`config.mk`:
```
export PLATFORM = sky130hd
export DESIGN_NAME = rem5_arbiter
export DESIGN_NICKNAME = d
export VERILOG_FILES = /design/src/rtl/rem5_arbiter.sv
export SDC_FILE = /design/constraint.sdc
export NUM_CORES = 1
export LEC_CHECK = 0
export ABC_AREA = 0
export BUFFER_PORTS_ARGS = -buffer_cell sky130_fd_sc_hd__buf_2
export CAP_MARGIN = 40
export CORE_ASPECT_RATIO = 1.2
export CORE_UTILIZATION = 53
export CTS_BUF_LIST = sky130_fd_sc_hd__clkbuf_4 sky130_fd_sc_hd__clkbuf_8
export CTS_CLUSTER_DIAMETER = 200
export DETAILED_ROUTE_END_ITERATION = 10
export PLACE_DENSITY = 0.86
export RECOVER_POWER = 25
export SLEW_MARGIN = 25
export SYNTH_ARGS = -nofsm -noshare
export SYNTH_HDL_FRONTEND = slang
export SYNTH_SLANG_ARGS = --single-unit
```
`constraint.sdc`:
```
create_clock -name clk -period 4.2 [get_ports clk]
set_input_delay 0.21 -clock clk [delete_from_list [all_inputs] [get_ports clk]]
set_output_delay 0.21 -clock clk [all_outputs]
set_load 0.03 [all_outputs]
```
`src/rtl/rem5_arbiter.sv`:
```
// rem5_arbiter: shares one serial divisible-by-5 detector among NUM_REQ requesters (define REM_ARB_FIXED_PRIO_EN for fixed-priority grants)
module rem5_arbiter #(
    parameter int NUM_REQ    = 4,
    parameter int DATA_W     = 16,
    parameter int RESULT_LAT = 2
) (
    input  logic                      clk,
    input  logic                      reset,
    input  logic [NUM_REQ-1:0]        req_valid,
    input  logic [NUM_REQ*DATA_W-1:0] req_data,
    output logic [NUM_REQ-1:0]        req_ready,
    output logic [NUM_REQ-1:0]        rsp_valid,
    output logic                      rsp_div,
    output logic                      ser_valid,
    output logic                      ser_bit,
    input  logic                      ser_div_flag,
    output logic                      busy
);
    localparam int IW   = $clog2(NUM_REQ);
    localparam int CMAX = DATA_W > RESULT_LAT ? DATA_W : RESULT_LAT;
    localparam int CW   = $clog2(CMAX + 1);

    typedef enum logic [1:0] {IDLE, SHIFT, WAIT, RESP} state_t;

    state_t            state, state_nxt;
    logic [DATA_W-1:0] shreg, grant_word;
    logic [CW-1:0]     cnt;
    logic [IW-1:0]     owner, grant_idx, start, idx;
    logic              found, last;

`ifdef REM_ARB_FIXED_PRIO_EN
    assign start = '0;
`else
    logic [IW-1:0] rr_ptr;
    assign start = rr_ptr;

    // round-robin pointer moves just past the requester that was accepted
    always_ff @(posedge clk or posedge reset) begin
        if (reset)
            rr_ptr <= '0;
        else if (state == IDLE && found)
            rr_ptr <= (grant_idx == IW'(NUM_REQ - 1)) ? '0 : grant_idx + 1'b1;
    end
`endif

    // pick the first requesting index at or after start, wrapping once
    always_comb begin
        found      = 1'b0;
        grant_idx  = '0;
        grant_word = '0;
        idx        = start;
        for (int k = 0; k < NUM_REQ; k++) begin
            if (!found && req_valid[idx]) begin
                found     = 1'b1;
                grant_idx = idx;
            end
            idx = (idx == IW'(NUM_REQ - 1)) ? '0 : idx + 1'b1;
        end
        for (int k = 0; k < NUM_REQ; k++)
            if (grant_idx == IW'(k)) grant_word = req_data[k*DATA_W +: DATA_W];
    end

    assign last = (state == SHIFT) ? cnt == CW'(DATA_W - 1) : cnt == CW'(RESULT_LAT - 1);

    // state register; reset aborts any word in flight
    always_ff @(posedge clk or posedge reset) begin
        if (reset) state <= IDLE;
        else       state <= state_nxt;
    end

    // next state and all handshake/serial outputs decoded from state
    always_comb begin
        state_nxt = state;
        req_ready = '0;
        rsp_valid = '0;
        ser_valid = 1'b0;
        ser_bit   = 1'b0;
        busy      = state != IDLE;
        case (state)
            IDLE: begin
                req_ready = found ? NUM_REQ'(1) << grant_idx : '0;
                state_nxt = found ? SHIFT : IDLE;
            end
            SHIFT: begin
                ser_valid = 1'b1;
                ser_bit   = shreg[DATA_W-1];
                state_nxt = last ? WAIT : SHIFT;
            end
            WAIT:    state_nxt = last ? RESP : WAIT;
            RESP: begin
                rsp_valid = NUM_REQ'(1) << owner;
                state_nxt = IDLE;
            end
            default: state_nxt = IDLE;
        endcase
    end

    // word capture, MSb-first shifting, phase counter and result sampling
    always_ff @(posedge clk or posedge reset) begin
        if (reset) begin
            shreg   <= '0;
            cnt     <= '0;
            owner   <= '0;
            rsp_div <= 1'b0;
        end else begin
            case (state)
                IDLE: if (found) begin
                    shreg <= grant_word;
                    owner <= grant_idx;
                    cnt   <= '0;
                end
                SHIFT: begin
                    shreg <= shreg << 1;
                    cnt   <= last ? '0 : cnt + 1'b1;
                end
                WAIT: begin
                    cnt <= last ? '0 : cnt + 1'b1;
                    if (last) rsp_div <= ser_div_flag;
                end
                default: ;
            endcase
        end
    end
endmodule

```
==> results of run 1 <==
-- flip-flops by register name, summed over array words and instances (netlist names), named ones only --
name / count
owner: 2
shreg: 16
rsp_div: 1
rr_ptr: 2
state: 1
cnt: 5
-- how the worst max path moves through the flow --
stage	startpoint	end	slack, ns
after detailed placement	rr_ptr[0]	shreg[1]	0.56
after global placement	rr_ptr[0]	shreg[1]	0.66
after CTS	rr_ptr[0]	shreg[1]	0.54
after floorplan	rr_ptr[0]	shreg[1]	0.98
after global routing	rr_ptr[0]	shreg[1]	0.26
final	rr_ptr[0]	shreg[1]	0.54
-- routing by layer --
layer	vias to the layer above	global-route usage
met3	7	0.03088
met2	90	0.4526
met1	1232	0.3318
li1	1272	-
met4	0	0.03478
met5	-	0
-- cells by family (layout without fill, tap and decap cells) --
| group | Yosys count | count (layout) |
|---|---|---|
| DFF | 28 | 28 |
| xor gates and xnor gates | 3 | 3 |
| AOI/OAI and AO/OA | 99 | 99 |
| and+or+nand+nor | 98 | 98 |
| adders and majority gates | 10 | 10 |
| buffers and inverters | 49 | 118 |
| muxes | 8 | 8 |
-- repair_timing --
| action | 4_1_cts | 5_1_grt |
|---|---|---|
| hold buffers | 1 | 0 |
| endpoints found under the hold margin | 12 | 0 |
| setup endpoints to repair | 0 | 0 |
-- synthesized netlist by cell type (all sizes together), types with 2 or more instances --
master and count:
nor2b 6, and3 7, mux2i 3, a22oi 3, o31ai 6, o21ai 6
nor2 12, a211o 14, a221oi 17, nand4 13, a21o 3, xor2 2
a22o 3, nand2 31, nand2b 4, a31oi 3, buf 15, ha 10
nand3b 2, a21oi 13, clkbuf 14, and2 3, o22ai 3, a31o 2
nor4 3, nor3 3, nand3 5, nor3b 3, o221a 13, nand4b 2
dfrtp 28, inv 20, mux2 4
-- worst max-delay path, cell delays in order, from the launching register on --
cell,delay [ns]
dfrtp_1,0.39
ha_1,0.54
mux4_1,0.66
inv_1,0.14
nand4_1,0.17
and2_1,0.23
ha_1,0.21
nor2b_2,0.15
buf_4,0.18
a221oi_1,0.26
o31ai_1,0.12
a22o_1,0.21
a221o_1,0.29
-- final cells by class --
class                      instances  area (um2)  share of cell area
tap                               58       72.57             0.02398
multi-input combinational        218        1609              0.5316
clock inverter                     1       30.03            0.009921
inverter                          20       75.07             0.02480
sequential                        28       700.7              0.2315
clock buffer                       3       41.29             0.01364
timing repair buffer              94       498.0              0.1645
-- stage by stage --
stage,power (uW),worst slack (ns),area [um2],std cells
finish,2992,0.5356,3027,422
floorplan,2345,0.9824,2541,295
detailed placement,2776,0.5589,2963,416
CTS,2993,0.5444,3044,421
global route,3280,0.2596,3027,422
global placement,2724,0.6572,2935,415
-- power by group --
part	internal [uW]	switching, uW
registers	404	98.9
logic	997	1280
clock network	128	82.9
total	1530	1460
==> flow_metrics.tcl, run 1 <==
set metrics [dict create \
    netlist_top_cells_area "dfrtp_1 28%, a221oi_1 5.9%, ha_1 4.9%, a211o_1 4.8%, nand2_1 4.6%" \
    clk_latency_ns 0.28 \
    skew_ns 0.01240 \
    gp_congestion 0.9242 \
    final_common_cell "buf_2" \
    min_to "rsp_div" \
    wl_met3_um 275 \
    cts_buffers 3 \
    finalNetCount 446 \
    synthMuxAreaShare 0.03988 \
    cp_max_fo 15 \
    synth_edf_count 0 \
    required_ns 4.37 \
    coreArea_um2 4594 \
    die_h_um 77.85 \
    nFillCells 396 \
    ys_ff_latch 28 \
    path_clk_slew_ns 0.10 \
    post-route-min-period_ns 3.664 \
    root_buffer "clkbuf_8" \
    synth.distinct_cells 66 \
    grt_pass1_vias 2245 \
    start_util 0.5531 \
    syn_area_um2 2541 \
    tightest_slew_ns 0.8702 \
    p_per_area_nw_per_um2 988.5 \
    crit_type "reg -> reg" \
    htree_levels 1 \
    worstHoldStart "ser_div_flag" \
    syn_inst 295 \
    synth_ff_type "dfrtp_1" \
    hp-class "in -> reg" \
    io_pins 83 \
    grt_setup_unrepaired "no" \
    cts.sinks 28 \
    outcome "completed" \
    vias_per_cell 6.164 \
    finalSetupViolations 0 \
    end_kind "flip-flop" \
    arrival_ns 3.84 \
    hold_slack_ns 0.1683 \
    hold_depth 2 \
    grt_max_degree 27 \
    rr_endpoint "shreg[1]" \
    antenna_cells 0 \
    ant_nets 0 \
    synth_top_family_by_area "compound AO/OA/AOI/OAI gates" \
    avgSynthCellArea_um2 8.614 \
    synth_top_area_frac 0.2757 \
    die_x_um 65.21 \
    cts_setup_buffers 0 \
    wl_met1_mm 2.546 \
    cts_resized 0 \
    drive_above_1_share 0.3049 \
    wl_met2_mm 3.248 \
    die_area_um2 5077 \
    synth_top_area_cell "dfrtp_1" \
    grt_pass1_wl_mm 10.35 \
    cts_tree "built" \
    rrSetupSlack_ns 0.54 \
    dr.first_iter.drc_count 173 \
    remaining_drc_errors 0 \
    synthArstFlopShare 1.000 \
    fin_util 0.6588 \
    vdd_ir_drop_max_mv 0.8731 \
    area_delta_synth_final_pct 19.10 \
    top_layer_used "met4" \
    dp_hpwl_mm 4.739 \
    antenna_found_initial 0 \
    vias 2601 \
    leakagePower_uw 0.001429 \
    synth_xor_area_frac 0.01329 \
    synth_compound_area_frac 0.3250 \
    synth-simple-area-share 0.2058 \
    wire_per_inst_um 14.53 \
    final_max_slew_viol_count 0 \
    synth_fa_ha_area_frac 0.04924 \
    fmax_ghz 0.2729 \
    ys_warn_count 0 \
    drt_pre_antenna_iters 5 \
    wl_mm 6.131 \
    timing.setup.tns_ns 0 \
    grt.overflow.total 0 \
    r2r_start "rr_ptr[0]" \
    cap_violations 0 \
    grt_usage 0.2544 \
    numPortBuffers 82 \
    final_cell_mix "81 x buf_2, 31 x nand2_1, 28 x dfrtp_1" \
    r2r_cells 12 \
    synth_seq_area_share 0.2757 \
    hold_viol_final 0 \
    timing.slew.headroom 0.4198 \
    postSynthNetCount 376 \
    finalCritPeriodShare 0.8725 \
    core.rowCount 27 \
    clockBufferDepth 2 \
    crit_path_start_kind "flip-flop" \
]
No activity file was read; power rests on OpenSTA's default activity.
==> inputs of run 2 (changes only) <==
Settings changed: CORE_ASPECT_RATIO 1.2 to 0.9.
Clock period 4.2 ns to 3.6 ns, I/O delays scaled along.
==> run 2 against run 1 <==
  * Critical path type unchanged
  * Register-to-register slack got worse by 0.34 ns
  * Largest power group unchanged
  * Clock skew fell by 0.0097 ns
  * Non-clock buffer count did not move
  * Highest routed layer unchanged
  * Die area barely moved
  * Core utilization rose by 2.0 points
==> flow_metrics.tcl, run 2 (synthesis gave the netlist of run 1 again) <==
set metrics [dict create \
    numPortBuffers 82 \
    crit_top_cell "ha_1" \
    remaining_drc_errors 0 \
    hp-class "in -> reg" \
    arrival_ns 3.57 \
    path_delay_family "compound AO/OA/AOI/OAI gates" \
    finalCritPeriodShare 0.9455 \
    outcome "completed" \
    antenna_found_initial 0 \
    grt_pass1_wl_mm 10.56 \
    power.total_uw 3648 \
    drive_above_1_share 0.3242 \
    skew_ns 0.002690 \
    vdd_ir_drop_max_mv 1.044 \
    hold_slack_ns 0.1359 \
    cts.sinks 28 \
    cap_violations 0 \
    start_util 0.5624 \
    slowest_delay_ns 0.40 \
    area_delta_synth_final_pct 20.63 \
    vias 2661 \
    largestRegisters "shreg x16, cnt x5" \
    finalNetCount 446 \
    power.switching_uw 1813 \
    wl_mm 6.804 \
    combPwrFrac 0.768 \
    cts_setup_buffers 0 \
    die_x_um 74.99 \
    clk_latency_ns 0.28 \
    timing.slew.headroom 0.2950 \
    path_clk_slew_ns 0.10 \
    swShare 0.4970 \
    grt.overflow.total 0 \
    final_max_slew_viol_count 0 \
    finalSetupViolations 0 \
    crit_type "reg -> reg" \
    vias_per_cell 6.246 \
    grt_pass1_vias 2232 \
    required_ns 3.77 \
    nFillCells 369 \
    wire_per_inst_um 15.97 \
    hold_viol_final 0 \
    leakagePower_uw 0.001449 \
    grt_setup_unrepaired "no" \
    antenna_cells 0 \
    end_kind "flip-flop" \
    intPower_uw 1835 \
    path_cells "ha_1, buf_6, xor2_2, a21o_1, a32o_2, and2_1, a31o_1, ha_1, buf_4, a221oi_1, o31ai_1, a22o_1, a221o_1" \
    tightest_slew_ns 1.056 \
    cp_max_fo 18 \
    io_pins 83 \
    htree_levels 1 \
    die_area_um2 5076 \
    cts_buffers 3 \
    p_per_area_nw_per_um2 1190 \
    drt_pre_antenna_iters 4 \
    timing.setup.tns_ns 0 \
    grt_usage 0.2731 \
    largest_reg_flops 16 \
    pwr-share-clk 0.068 \
    dr.first_iter.drc_count 249 \
    post-route-min-period_ns 3.404 \
    dp_hpwl_mm 5.009 \
    grt_max_degree 29 \
    core.rowCount 23 \
    ant_nets 0 \
    final_common_cell "buf_2" \
    regMostFlops "shreg" \
    root_buffer "clkbuf_8" \
    fin_util 0.6785 \
    die_h_um 67.69 \
    cp_num_buf_inv 2 \
    fmax_ghz 0.2938 \
    cts_tree "built" \
    clockBufferDepth 2 \
    crit_path_start_kind "flip-flop" \
    coreArea_um2 4518 \
    gp_congestion 0.9726 \
    power_frac_seq 0.164 \
    cpMaxStageDelayCell "dfrtp_1" \
    final_cell_mix "82 x buf_2, 31 x nand2_1, 28 x dfrtp_1" \
]
==> run 2: cell count changes in the layout (fill, tap and decap cells not counted) <==
| cell | before | now |
|---|---|---|
| a221oi_1 | 17 | 15 |
| a221oi_2 | 0 | 2 |
| clkbuf_1 | 2 | 0 |
| a32o_1 | 1 | 0 |
| a32o_2 | 0 | 1 |
| buf_2 | 81 | 82 |
| buf_6 | 0 | 1 |
| nor4_1 | 3 | 2 |
| nor4_2 | 0 | 1 |
| o31ai_1 | 5 | 4 |
| o31ai_2 | 1 | 2 |
==> run 2: layout make-up <==
type                    count  area (um2)  area share
flip-flops and latches     28       700.7      0.2286
repair buffers             94       506.7      0.1653
multi-input cells         218        1634      0.5331
inverters                  20       75.07     0.02449
well taps                  62       77.57     0.02531
clock inverters             1       30.03    0.009796
clock buffers               3       41.29     0.01347
==> run 2: path summary, 6_finish.rpt <==
check	start	end	slack, ns	cells past startpoint
setup / recovery	rr_ptr[0]	shreg[1]	0.20	13
hold / removal	ser_div_flag	rsp_div	0.14	2
setup reg to reg	rr_ptr[0]	shreg[1]	0.20	13
hold reg to reg	rsp_div	rsp_div	0.51	1
max in group asynchronous	reset	cnt[0]	2.27	3
min in group asynchronous	reset	shreg[8]	0.70	3
==> run 2: layer usage <==
| layer | wire length, um | GRT usage | vias up |
|---|---|---|---|
| li1 | - | - | 1267 |
| met1 | 3110 | 0.3985 | 1268 |
| met2 | 3168 | 0.4189 | 118 |
| met3 | 458 | 0.04925 | 8 |
| met4 | 67 | 0.05896 | 0 |
| met5 | 0 | 0 | - |
==> run 2: power groups by stage <==
| stage | Sequential (uW) | Combinational, uW | Clock (uW) |
|---|---|---|---|
| floorplan | 574 | 2160 | 0 |
| finish | 597 | 2800 | 249 |
| CTS | 594 | 2700 | 252 |
| global route | 619 | 3050 | 267 |
| detailed placement | 594 | 2690 | 0 |
| global placement | 586 | 2610 | 0 |
==> run 2: what timing repair did <==
item | 4_1_cts | 5_1_grt
endpoints found under the setup margin | 0 | 3
endpoints found under the hold margin | 28 | 0
gates resized for setup | 0 | 6
hold buffers | 1 | 0
==> run 2: worst register-to-register path, delay by kind of cell (launching register included) <==
kind                     cells  cell delay (ns)
AO/OA/AOI/OAI                7             1.64
adder cells (fa/ha/maj)      2             0.54
flip-flops                   1             0.40
buffers and inverters        2             0.37
XOR/XNOR                     1             0.18
AND/OR/NAND/NOR              1             0.17
==> run 2: metrics by stage <==
step                area (um2)  setup slack (ns)  instances
CTS                       3037            0.1331        426
global route              3065           0.01814        426
floorplan                 2541            0.3824        295
global placement          2955            0.2768        421
finish                    3065            0.1961        426
detailed placement        2955            0.1421        421
==> inputs of run 3 (changes only) <==
Settings changed: CORE_UTILIZATION 53 to 55, PLACE_DENSITY 0.86 to 0.89.
Clock period 3.6 ns to 4.4 ns, I/O delays scaled along.
==> run 3 against run 2 <==
  * Combinational power shrank 20%
  * Sequential share of layout area increased by 0.45 points
  * Via count increased by 0.49%
  * Final area decreased by 1.9%
  * Count of clock-buffer cells in the layout unchanged
  * Fmax is 17% lower
  * Wire length is 0.65% higher
  * Cell count is 0.94% lower
  * Die area down 3.5%
  * Register-to-register slack gained 0.13 ns
  * Total power is 20% lower
  * Critical path type unchanged
==> flow_metrics.tcl, run 3 (synthesis gave the netlist of run 1 again) <==
set metrics [dict create \
    outcome "completed" \
    power.total_uw 2936 \
    grt_usage 0.2870 \
    crit_type "reg -> reg" \
    largestRegisters "shreg x16, cnt x5" \
    vdd_ir_drop_max_mv 0.7534 \
    cts.sinks 28 \
    hold_viol_final 0 \
    io_pins 83 \
    grt_setup_unrepaired "no" \
    grt_pass1_wl_mm 11.00 \
    cap_violations 0 \
    final_common_cell "buf_2" \
    dr.first_iter.drc_count 280 \
    clockBufferDepth 2 \
    largest_reg_flops 16 \
    core.rowCount 23 \
    vias_per_cell 6.336 \
    final_max_slew_viol_count 0 \
    leakagePower_uw 0.001415 \
    slowest_delay_ns 0.62 \
    dp_hpwl_mm 5.143 \
    r2r_start "rr_ptr[1]" \
    remaining_drc_errors 0 \
    final_area_um2 3007 \
    wl_mm 6.848 \
    antenna_found_initial 0 \
    dpl-instance-area_um2 2933 \
    path_delay_family "adder cells" \
    htree_levels 1 \
    cp_max_fo 19 \
    cpMaxStageDelayCell "mux4_1" \
    ant_nets 0 \
    die_h_um 66.49 \
    startpoint "rr_ptr[1]" \
    grt_pass1_vias 2277 \
    regMostFlops "shreg" \
    drt_pre_antenna_iters 5 \
    cp_num_buf_inv 2 \
    path_cells "ha_2, mux4_1, inv_1, a211oi_1, nor3_2, and2_1, ha_1, buf_4, a221oi_1, o31ai_1, nor4_1, a311oi_1" \
    drive_above_1_share 0.3083 \
    wire_per_inst_um 16.23 \
    finalNetCount 442 \
    antenna_cells 0 \
    timing.slew.headroom 0.3014 \
    numPortBuffers 82 \
    grt.overflow.total 0 \
    finalCritPeriodShare 0.9269 \
    hp-class "in -> reg" \
    die_x_um 73.65 \
    gp_congestion 0.8749 \
    start_util 0.5734 \
    clk_latency_ns 0.28 \
    cts_hold_buf 0 \
    p_per_area_nw_per_um2 976.5 \
    cts_setup_buffers 0 \
    coreArea_um2 4432 \
    skew_ns 0.004501 \
    worstHoldStart "ser_div_flag" \
    path_clk_slew_ns 0.10 \
    grt_max_degree 32 \
    post-route-min-period_ns 4.078 \
    cts_resized 0 \
    tightest_slew_ns 1.047 \
    final_cell_mix "82 x buf_2, 31 x nand2_1, 28 x dfrtp_1" \
    fin_ws_ns 0.3218 \
    dp_slack_ns 0.3035 \
    area_delta_synth_final_pct 18.32 \
    cts_buffers 3 \
    vias 2674 \
    required_ns 4.59 \
    fmax_ghz 0.2452 \
    root_buffer "clkbuf_8" \
    end_kind "flip-flop" \
    finalSetupViolations 0 \
    cts_tree "built" \
    die_area_um2 4897 \
    arrival_ns 4.27 \
    timing.setup.tns_ns 0 \
    crit_path_start_kind "flip-flop" \
]
-- run 3: layer usage --
layer / GRT usage / wire, um / up-vias
met5: 0 / 0 / -
met4: 0.04327 / 74 / 0
met3: 0.03328 / 487 / 12
met2: 0.4541 / 3254 / 130
met1: 0.4257 / 3031 / 1266
li1: - / - / 1266
-- run 3: power breakdown --
group          internal [uW]  switching (uW)
logic                    943            1280
clock network            122            84.8
registers                385             118
-- run 3: worst paths after layout --
path                              to  slack, ns  cells past startpoint
max                        shreg[15]       0.32                     12
min                          rsp_div       0.17                      2
max reg2reg                shreg[15]       0.32                     12
min reg2reg                  rsp_div       0.52                      1
max in group asynchronous  shreg[10]       3.59                      2
min in group asynchronous   shreg[5]       0.18                      2
-- run 3: layout make-up --
| class | count | area [um2] |
|---|---|---|
| multi-input cells | 218 | 1612 |
| fillers | 388 | 1425 |
| flip-flops and latches | 28 | 700.7 |
| repair buffers | 90 | 470.5 |
| well taps | 62 | 77.57 |
| inverters | 20 | 75.07 |
| clock buffers | 3 | 41.29 |
| clock inverters | 1 | 30.03 |
-- run 3: worst register-to-register path: cells and delay by family (launching register included) --
family                   cells  cell delay [ns]
multiplexers                 1             0.62
flip-flops                   1             0.54
adder cells (fa/ha/maj)      2             1.06
buffers and inverters        2             0.46
AND/OR/NAND/NOR              3             0.52
AO/OA/AOI/OAI                4             0.78
-- run 3: through the flow --
step / util / hold slack, ns / instances
after global routing: 0.6784 / 0.1722 / 422
after detailed placement: 0.6618 / 0.3251 / 418
after CTS: 0.6779 / 0.02313 / 422
after global placement: 0.6601 / 0.4549 / 417
final: 0.6784 / 0.1702 / 422
after floorplan: - / 0.2854 / 295
